### config.mk
export PLATFORM = sky130hd
export DESIGN_NAME = cp0_exc_ctrl
export DESIGN_NICKNAME = d
export VERILOG_FILES = /design/src/rtl/cp0_pkg.sv /design/src/rtl/cp0_irq_sync.sv /design/src/rtl/cp0_exc_ctrl.sv
export SDC_FILE = /design/constraint.sdc
export NUM_CORES = 1
export LEC_CHECK = 0
export CORE_MARGIN = 2
export CORE_UTILIZATION = 44
export CTS_BUF_LIST = sky130_fd_sc_hd__clkbuf_8
export DETAILED_ROUTE_END_ITERATION = 8
export PLACE_DENSITY = 0.78
export SLEW_MARGIN = 10
export SYNTH_ARGS = -nofsm -noshare
export SYNTH_HDL_FRONTEND = slang
export SYNTH_SLANG_ARGS = --single-unit
### constraint.sdc
create_clock -name cp0_clk -period 3 [get_ports cp0_clk]
set_input_delay 0.45 -clock cp0_clk [delete_from_list [all_inputs] [get_ports cp0_clk]]
set_output_delay 0.45 -clock cp0_clk [all_outputs]
set_load 0.1 [all_outputs]
### src/rtl/cp0_pkg.sv
// Shared CP0 definitions: register indices, exception codes and STATUS/CAUSE field positions.
package cp0_pkg;

  typedef enum logic [4:0] {
    CP0_REG_COUNT   = 5'd9,
    CP0_REG_COMPARE = 5'd11,
    CP0_REG_STATUS  = 5'd12,
    CP0_REG_CAUSE   = 5'd13,
    CP0_REG_EPC     = 5'd14
  } cp0_reg_e;

  typedef enum logic [4:0] {
    EXC_INT     = 5'd0,
    EXC_SYSCALL = 5'd8,
    EXC_BREAK   = 5'd9,
    EXC_TEQ     = 5'd13
  } exc_code_e;

  localparam int STATUS_IE  = 0;
  localparam int EXCCODE_LO = 2;
  localparam int EXCCODE_HI = 6;
  localparam int IP_LO      = 8;
  localparam int IP_HI      = 15;
  localparam int FRAME_W    = 5;

  // A synchronous exception reports its own code; an interrupt always reports EXC_INT.
  function automatic logic [4:0] entry_code(input logic sync_exc, input logic [4:0] code);
    logic [4:0] res;
    if (sync_exc) begin
      res = code;
    end else begin
      res = EXC_INT;
    end
    return res;
  endfunction

endpackage

### src/rtl/cp0_irq_sync.sv
// Two-stage falling-edge synchroniser for the external interrupt lines.
module cp0_irq_sync
  import cp0_pkg::*;
#(
  parameter int NUM_IRQ = 6
) (
  input  logic               clk,
  input  logic               rst,
  input  logic               ena,
  input  logic [NUM_IRQ-1:0] irq_in,
  output logic [NUM_IRQ-1:0] irq_out
);

  logic [NUM_IRQ-1:0] meta_q, meta_d;
  logic [NUM_IRQ-1:0] sync_q, sync_d;

  // Both stages hold while the block is disabled.
  always_comb begin
    meta_d = meta_q;
    sync_d = sync_q;
    if (ena) begin
      meta_d = irq_in;
      sync_d = meta_q;
    end else begin
      meta_d = meta_q;
      sync_d = sync_q;
    end
  end

  // Synchroniser stages.
  always_ff @(negedge clk or posedge rst) begin
    if (rst) begin
      meta_q <= '0;
      sync_q <= '0;
    end else begin
      meta_q <= meta_d;
      sync_q <= sync_d;
    end
  end

  assign irq_out = sync_q;

endmodule

### src/rtl/cp0_exc_ctrl.sv
// CP0 exception/interrupt controller: STATUS/CAUSE/EPC, nested STATUS frame stack, redirect vector.
// Optional COUNT/COMPARE timer on CAUSE.IP[7] when CP0_TIMER_EN is defined.
module cp0_exc_ctrl
  import cp0_pkg::*;
#(
  parameter int                 DATA_W     = 32,
  parameter int                 NUM_IRQ    = 6,
  parameter int                 NEST_DEPTH = 3,
  parameter logic [DATA_W-1:0]  EXC_VECTOR = 32'h0000_0004,
  parameter logic [DATA_W-1:0]  STATUS_RST = 32'h0000_0001
) (
  input  logic               cp0_clk,
  input  logic               cp0_rst,
  input  logic               cp0_ena,
  input  logic               mfc0,
  input  logic               mtc0,
  input  logic               eret,
  input  logic               exc_req,
  input  logic [4:0]         exc_code,
  input  logic [4:0]         addr,
  input  logic [DATA_W-1:0]  data_in,
  input  logic [DATA_W-1:0]  pc_in,
  input  logic [NUM_IRQ-1:0] irq,
  output logic [DATA_W-1:0]  cp0_out,
  output logic [DATA_W-1:0]  epc_out,
  output logic               exc_taken,
  output logic [DATA_W-1:0]  exc_vector,
  output logic               nest_ovf
);

  localparam int LVL_W = $clog2(NEST_DEPTH + 1);
  localparam logic [LVL_W-1:0] LVL_MAX = LVL_W'(NEST_DEPTH);

  logic [DATA_W-1:0]  status_q, status_d;
  logic [DATA_W-1:0]  cause_q, cause_d;
  logic [DATA_W-1:0]  epc_q, epc_d;
  logic [LVL_W-1:0]   level_q, level_d;
  logic               nest_ovf_q, nest_ovf_d;
  logic [NUM_IRQ-1:0] irq_sync_s;
  logic [7:0]         ip_vec_s;
  logic [DATA_W-1:0]  cause_rd_s;
  logic [DATA_W-1:0]  rd_data_s;
  logic               int_pend_s;
  logic               take_s;
`ifdef CP0_TIMER_EN
  logic [DATA_W-1:0]  count_q, count_d;
  logic [DATA_W-1:0]  compare_q, compare_d;
  logic               timer_ip_q, timer_ip_d;
`endif

  cp0_irq_sync #(
    .NUM_IRQ (NUM_IRQ)
  ) u_irq_sync (
    .clk     (cp0_clk),
    .rst     (cp0_rst),
    .ena     (cp0_ena),
    .irq_in  (irq),
    .irq_out (irq_sync_s)
  );

  // CAUSE.IP is never stored: it mirrors the synchronised lines (and the timer flag) every cycle.
  always_comb begin
    ip_vec_s = 8'h00;
    ip_vec_s[NUM_IRQ-1:0] = irq_sync_s;
`ifdef CP0_TIMER_EN
    ip_vec_s[7] = timer_ip_q;
`endif
    cause_rd_s = cause_q;
    cause_rd_s[IP_HI:IP_LO] = ip_vec_s;
    int_pend_s = status_q[STATUS_IE] & (|(ip_vec_s & status_q[IP_HI:IP_LO]));
    take_s     = cp0_ena & (exc_req | int_pend_s);
  end

  // mfc0 read mux.
  always_comb begin
    rd_data_s = '0;
    case (addr)
      CP0_REG_STATUS:  rd_data_s = status_q;
      CP0_REG_CAUSE:   rd_data_s = cause_rd_s;
      CP0_REG_EPC:     rd_data_s = epc_q;
`ifdef CP0_TIMER_EN
      CP0_REG_COUNT:   rd_data_s = count_q;
      CP0_REG_COMPARE: rd_data_s = compare_q;
`endif
      default:         rd_data_s = '0;
    endcase
  end

  // Next state: exception/interrupt entry outranks eret, which outranks mtc0.
  always_comb begin
    status_d   = status_q;
    cause_d    = cause_q;
    epc_d      = epc_q;
    level_d    = level_q;
    nest_ovf_d = nest_ovf_q;
`ifdef CP0_TIMER_EN
    count_d    = count_q;
    compare_d  = compare_q;
    timer_ip_d = timer_ip_q;
    if (cp0_ena) begin
      count_d = count_q + DATA_W'(1);
      if (count_q == compare_q) begin
        timer_ip_d = 1'b1;
      end else begin
        timer_ip_d = timer_ip_q;
      end
    end else begin
      count_d = count_q;
    end
`endif
    if (cp0_ena) begin
      if (take_s) begin
        // Pushing a frame drops the oldest one once the stack is full.
        status_d = status_q << FRAME_W;
        cause_d[EXCCODE_HI:EXCCODE_LO] = entry_code(exc_req, exc_code);
        epc_d = pc_in;
        if (level_q == LVL_MAX) begin
          nest_ovf_d = 1'b1;
        end else begin
          level_d = level_q + LVL_W'(1);
        end
      end else if (eret) begin
        status_d = status_q >> FRAME_W;
        if (level_q != '0) begin
          level_d = level_q - LVL_W'(1);
        end else begin
          level_d = level_q;
        end
      end else if (mtc0) begin
        case (addr)
          CP0_REG_STATUS: status_d = data_in;
          CP0_REG_CAUSE: begin
            cause_d = data_in;
            cause_d[IP_HI:IP_LO] = 8'h00;
          end
          CP0_REG_EPC:    epc_d = data_in;
`ifdef CP0_TIMER_EN
          CP0_REG_COUNT:  count_d = data_in;
          CP0_REG_COMPARE: begin
            compare_d  = data_in;
            timer_ip_d = 1'b0;
          end
`endif
          default: ;
        endcase
      end else begin
        status_d = status_q;
      end
    end else begin
      status_d = status_q;
    end
  end

  // Architectural state, updated on the falling edge.
  always_ff @(negedge cp0_clk or posedge cp0_rst) begin
    if (cp0_rst) begin
      status_q   <= STATUS_RST;
      cause_q    <= '0;
      epc_q      <= '0;
      level_q    <= '0;
      nest_ovf_q <= 1'b0;
`ifdef CP0_TIMER_EN
      count_q    <= '0;
      compare_q  <= '0;
      timer_ip_q <= 1'b0;
`endif
    end else begin
      status_q   <= status_d;
      cause_q    <= cause_d;
      epc_q      <= epc_d;
      level_q    <= level_d;
      nest_ovf_q <= nest_ovf_d;
`ifdef CP0_TIMER_EN
      count_q    <= count_d;
      compare_q  <= compare_d;
      timer_ip_q <= timer_ip_d;
`endif
    end
  end

  assign cp0_out    = (cp0_ena & mfc0) ? rd_data_s : '0;
  assign epc_out    = (cp0_ena & eret) ? epc_q : '0;
  assign exc_taken  = take_s;
  assign exc_vector = take_s ? EXC_VECTOR : '0;
  assign nest_ovf   = nest_ovf_q;

endmodule
Yosys cells after proc, flatten, opt, wreduce, memory -nomap -nowiden

Cells that the tools add are included.

ROM bits: 0
Input bits: 87
Memory bits (writable): 0
Bits in latches: 0
Memories kept: 0
Bits in registers: 103

Bitwise logic cells: 8
Div/mod/pow operators: 0
Reduce and logical (&&, ||, !) cells: 15
Shifts and indexed selects: 0
Magnitude comparators: 0
Multiplexer cells: 21
Add/subtract/negate cells: 2
$mul: 0
Equality and inequality tests: 6

Operators with widths:

| operator                                               | number |
|---|---|
| two-way mux 32 bit                                     | 10 |
| one-hot mux 32 bit (3 select lines)                    | 1 |
| two-way mux 7 bit                                      | 3 |
| equality test 5 x 4 -> 1 bit (second input constant)   | 3 |
| AND reduction 4 bit                                    | 3 |
| nonzero test 2 bit                                     | 6 |
| two-way mux 5 bit                                      | 2 |
| AND 6 x 8 -> 8 bit                                     | 1 |
| two-way mux 2 bit                                      | 4 |
| OR reduction 8 bit                                     | 1 |
| AND reduction 3 bit                                    | 2 |
| nonzero test 3 bit                                     | 2 |
| AND reduction 5 bit                                    | 1 |
| AND 1 bit                                              | 4 |
| two-way mux 3 bit                                      | 1 |
| adder 2 x 1 -> 2 bit (second input constant)           | 1 |
| equality test 2 bit (second input constant)            | 1 |
| inequality test 2 x 1 -> 1 bit (second input constant) | 1 |
| inequality test 2 bit (second input constant)          | 1 |
| inverter 1 bit                                         | 2 |
| subtractor 2 x 1 -> 2 bit (second input constant)      | 1 |
| OR 1 bit                                               | 1 |

Logic depth before layout (Yosys ltp)

Depth after elaboration: 7
Mapped depth: 8
Gate-level depth less buffers: 4

Cells and area by module

From an unflattened synthesis, not the netlist that was laid out.

Cells, all modules: 577
Area total of the unflattened synthesis: 5965.7 um^2

Modules (own cells, without submodules):

| module       | area an instance (um^2) | cells each | seq. area each (um^2) | times used |
|---|---|---|---|---|
| cp0_exc_ctrl | 5477.8                  | 551        | 2278.4                | 1 |
| cp0_irq_sync | 488.0                   | 26         | 300.3                 | 1 |

==> results.md <==
- CP Buf/Inv Count: 5
- Worst R2R End: status_q[4]
- First-iteration detailed-routing DRC count: 1,056
- Main area contributors after synthesis: dfrtn_1 43%, mux2i_1 9.9%, mux2_2 7.1%
- FF+latch count, synth: 103
- Rows: 42
- GPL Wtd Cong: 0.855
- Die extent in x: 120 um
- IO Pins: around 190
- Root buffer cell: clkbuf_8
- Fin nets: between 900 and 1,000
- Crit end category: output pin
- Crit path DAT: around 3600 ps
- Worst slew pin tran: 741 ps
- Max Transition Viols Final: 0
- Worst-path cell with the longest stage delay: a222oi_1
- Post-synth top area cell: dfrtn_1
- Worst-path maximum fanout: 2
- Failing checks: setup timing
- R2r startpoint: status_q[11]
- Initial core utilization: 44.8%
- Setup Crit Path Kind: flop to output pin
- Critical Path Source Type: flop
- Num CTS Buffers: 9
- Clock Latency Late Sink: about 450 ps
- Worst path required time: around 2600 ps
- # fillers: between 500 and 600
- Ys flop type: dfrtn_1
- Vias per cell: about 6.6
- Final setup fails: about 160
- WP depth: 7
- Core Util, Final: between 80% and 90%
- Clock Pin Slew Worst Setup and Hold Paths: 70 ps
- Input/output buffers: around 150
- Area delta synth->final: 94.9%
- DP HPWL: around 14,000 um
- GR Util All Layers: around 39%
- Number of global-route vias before repair: slightly above 7,000
- Most common cell after layout, fill and taps aside: buf_4
- Final hold slack: 475 ps
- Final ANT Viol Nets: 0
- Commonest non-fill, non-tap cells in the layout: 127 x buf_4, 102 x dfrtn_1, 87 x buf_12
- Lkg Pwr: about 5.2 nW
- Mapped Area: 5880 sq um
- Post-DR wirelength/cell: between 30 and 40 um
- Share of layout cells above drive strength 1: between 50% and 60%
- GRT Residual Overflow: 0
- Netlist cell types: 40
- Worst setup path startpoint: status_q[11]
- Core footprint: around 13,000 sq um
- Die Y: around 120 um
- H-tree depth: 3
- Clock tree buffer depth: 2
- RSZ-0062 raised after global routing: yes
- Area share of the largest cell type after synthesis: 43.4%
- Drt pass-1 iters: 8
- Footprint of the multi-input gates: 4130 sq um
- Ant. Diodes: 0
- Die area: around 14,000 sq um
- Peak VDD IR: ~0.00066 V
- First-pass GRT wire length: approximately 42,000 um
- Status: finished, violations left
- Yosys warnings: 0
- Pwr Density: ~730 nW/um^2
- Rel. slew slack: 50.6%
- Reg-to-reg slack, setup: 630 ps
- CP top delay family: buffers and inverters
- DRC Markers: 0
- Worst setup margin: -1060 ps
- Hold WC Path Type: flop to flop
- Clock sink total: 103
- CTS tree: built
- Crit-path max cell delay: ~420 ps
- Routed Wire Length: ~33,000 um
- Crit path to: exc_taken
- Area post-placement: between 9000 and 10,000 sq um
- Power Total: about 8.3 mW
- EDFF count, synth: 0
- Antenna violations before repair: 0
- Hold Fails Final Rpt: 0
- Cell repeated most along the worst path: buf_12
- Largest net degree at the start of global routing: 49
- Synth Instances: between 500 and 600
- Fin area: ~11,000 sq um
- Ys async rst share: 100%
- Sequential share of the synthesized area: between 40% and 50%
- Fin Clk Skew: around 94 ps
- R2R depth: 11
- Detailed-route via count: 7,083
- Crit path cell chain: a222oi_1 > buf_4 > a31oi_4 > buf_12 > buf_8 > buf_6 > buf_12
- Syn_area_per_cell: about 10 sq um
- Sequential Area: 2580 sq um
- Max-cap viol count: 0
==> per-stage QoR <==
step	setup TNS, ps	setup slack, ps	std cells
after floorplan	-26450	-413	611
after global placement	-70020	-807	987
after detailed placement	-74720	-865	987
after CTS	-40450	-866	1050
after global routing	-65650	-1090	1070
final	-63330	-1060	1070
==> layer usage <==
| metal | GRT usage, % | wire, um | vias up |
|---|---|---|---|
| met4 | 25.4 | 3110 | 0 |
| met5 | 0 | 0 | - |
| li1 | - | - | 2681 |
| met2 | 63.7 | 15200 | 703 |
| met1 | 45.8 | 11200 | 3454 |
| met3 | 8.37 | 3260 | 245 |
==> cells in the mapped netlist (2+ instances only) <==
cell       instances
nor2b_1            5
o21bai_1           5
and3_1            32
a222oi_1          31
dfrtn_1          102
a22oi_1            4
o31ai_1            7
o22ai_1            6
nor2_1            46
and2_1             2
a211oi_1           5
o21ai_1            2
buf_2             11
inv_1              3
mux2i_1           58
mux2_2            37
o21ai_0           52
nand2_1           70
a2bb2oi_1          5
buf_6              4
mux2_4            10
a31oi_1            2
clkbuf_1          28
buf_4             37
nand3_1            2
==> sequential cells by signal, summed over array words and instances (netlist names) <==
name,cells
u_irq_sync.irq_out,6
cause_q,24
epc_q,32
status_q,32
u_irq_sync.meta_q,6
nest_ovf,1
level_q,2
==> kinds of logic after synthesis <==
| group | Yosys count | share of synthesized area (%) |
|---|---|---|
| multiplexers | 105 | 19.5 |
| AO/OA/AOI/OAI | 123 | 14.7 |
| buffers and inverters | 84 | 8.74 |
| flip-flops | 103 | 43.8 |
| AND/OR/NAND/NOR | 165 | 13.2 |
| other | 1 | 0.0637 |
==> report_power, final <==
part / leakage (nW) / total (mW) / internal (mW) / switching (mW)
clock: 0.105 / 0.915 / 0.343 / 0.572
sequential: 1.29 / 2.43 / 1.93 / 0.505
combinational: 3.81 / 5.00 / 2.29 / 2.70
total: 5.21 / 8.34 / 4.56 / 3.78
==> worst reg2reg max path, stage by stage, from the launching register on <==
cell	delay [ps]
dfrtn_1	380
a222oi_1	420
buf_4	220
a31oi_4	130
buf_12	190
buf_4	130
buf_8	140
buf_12	150
buf_12	130
buf_16	130
buf_4	140
a211oi_2	200
==> area by class of cell <==
| cell class | instances | share of cell area, % |
|---|---|---|
| clock buffers | 11 | 1.32 |
| clock inverters | 6 | 0.251 |
| inverters | 2 | 0.0982 |
| multi-input cells | 424 | 36.0 |
| flip-flops and latches | 103 | 22.5 |
| well taps | 176 | 1.92 |
| repair buffers | 348 | 37.9 |
==> worst min-delay path by stage <==
| stage | start | endpoint | depth (start not counted) |
|---|---|---|---|
| detailed placement | u_irq_sync.meta_q[5] | u_irq_sync.irq_out[5] | 1 |
| global placement | u_irq_sync.meta_q[4] | u_irq_sync.meta_q[4] | 1 |
| CTS | u_irq_sync.meta_q[5] | u_irq_sync.irq_out[5] | 1 |
| finish | cause_q[24] | cause_q[24] | 1 |
| global route | cause_q[18] | cause_q[18] | 1 |
| floorplan | u_irq_sync.meta_q[0] | u_irq_sync.meta_q[0] | 1 |
==> repair_timing <==
action | 4_1_cts | 5_1_grt
pin swaps | 45 | 48
endpoints found under the setup margin | 158 | 158
hold buffers | 0 | 0
gates cloned | 14 | 1
setup buffers | 38 | 29
gates resized for setup | 236 | 117
Power figures use the tool's default switching activity.
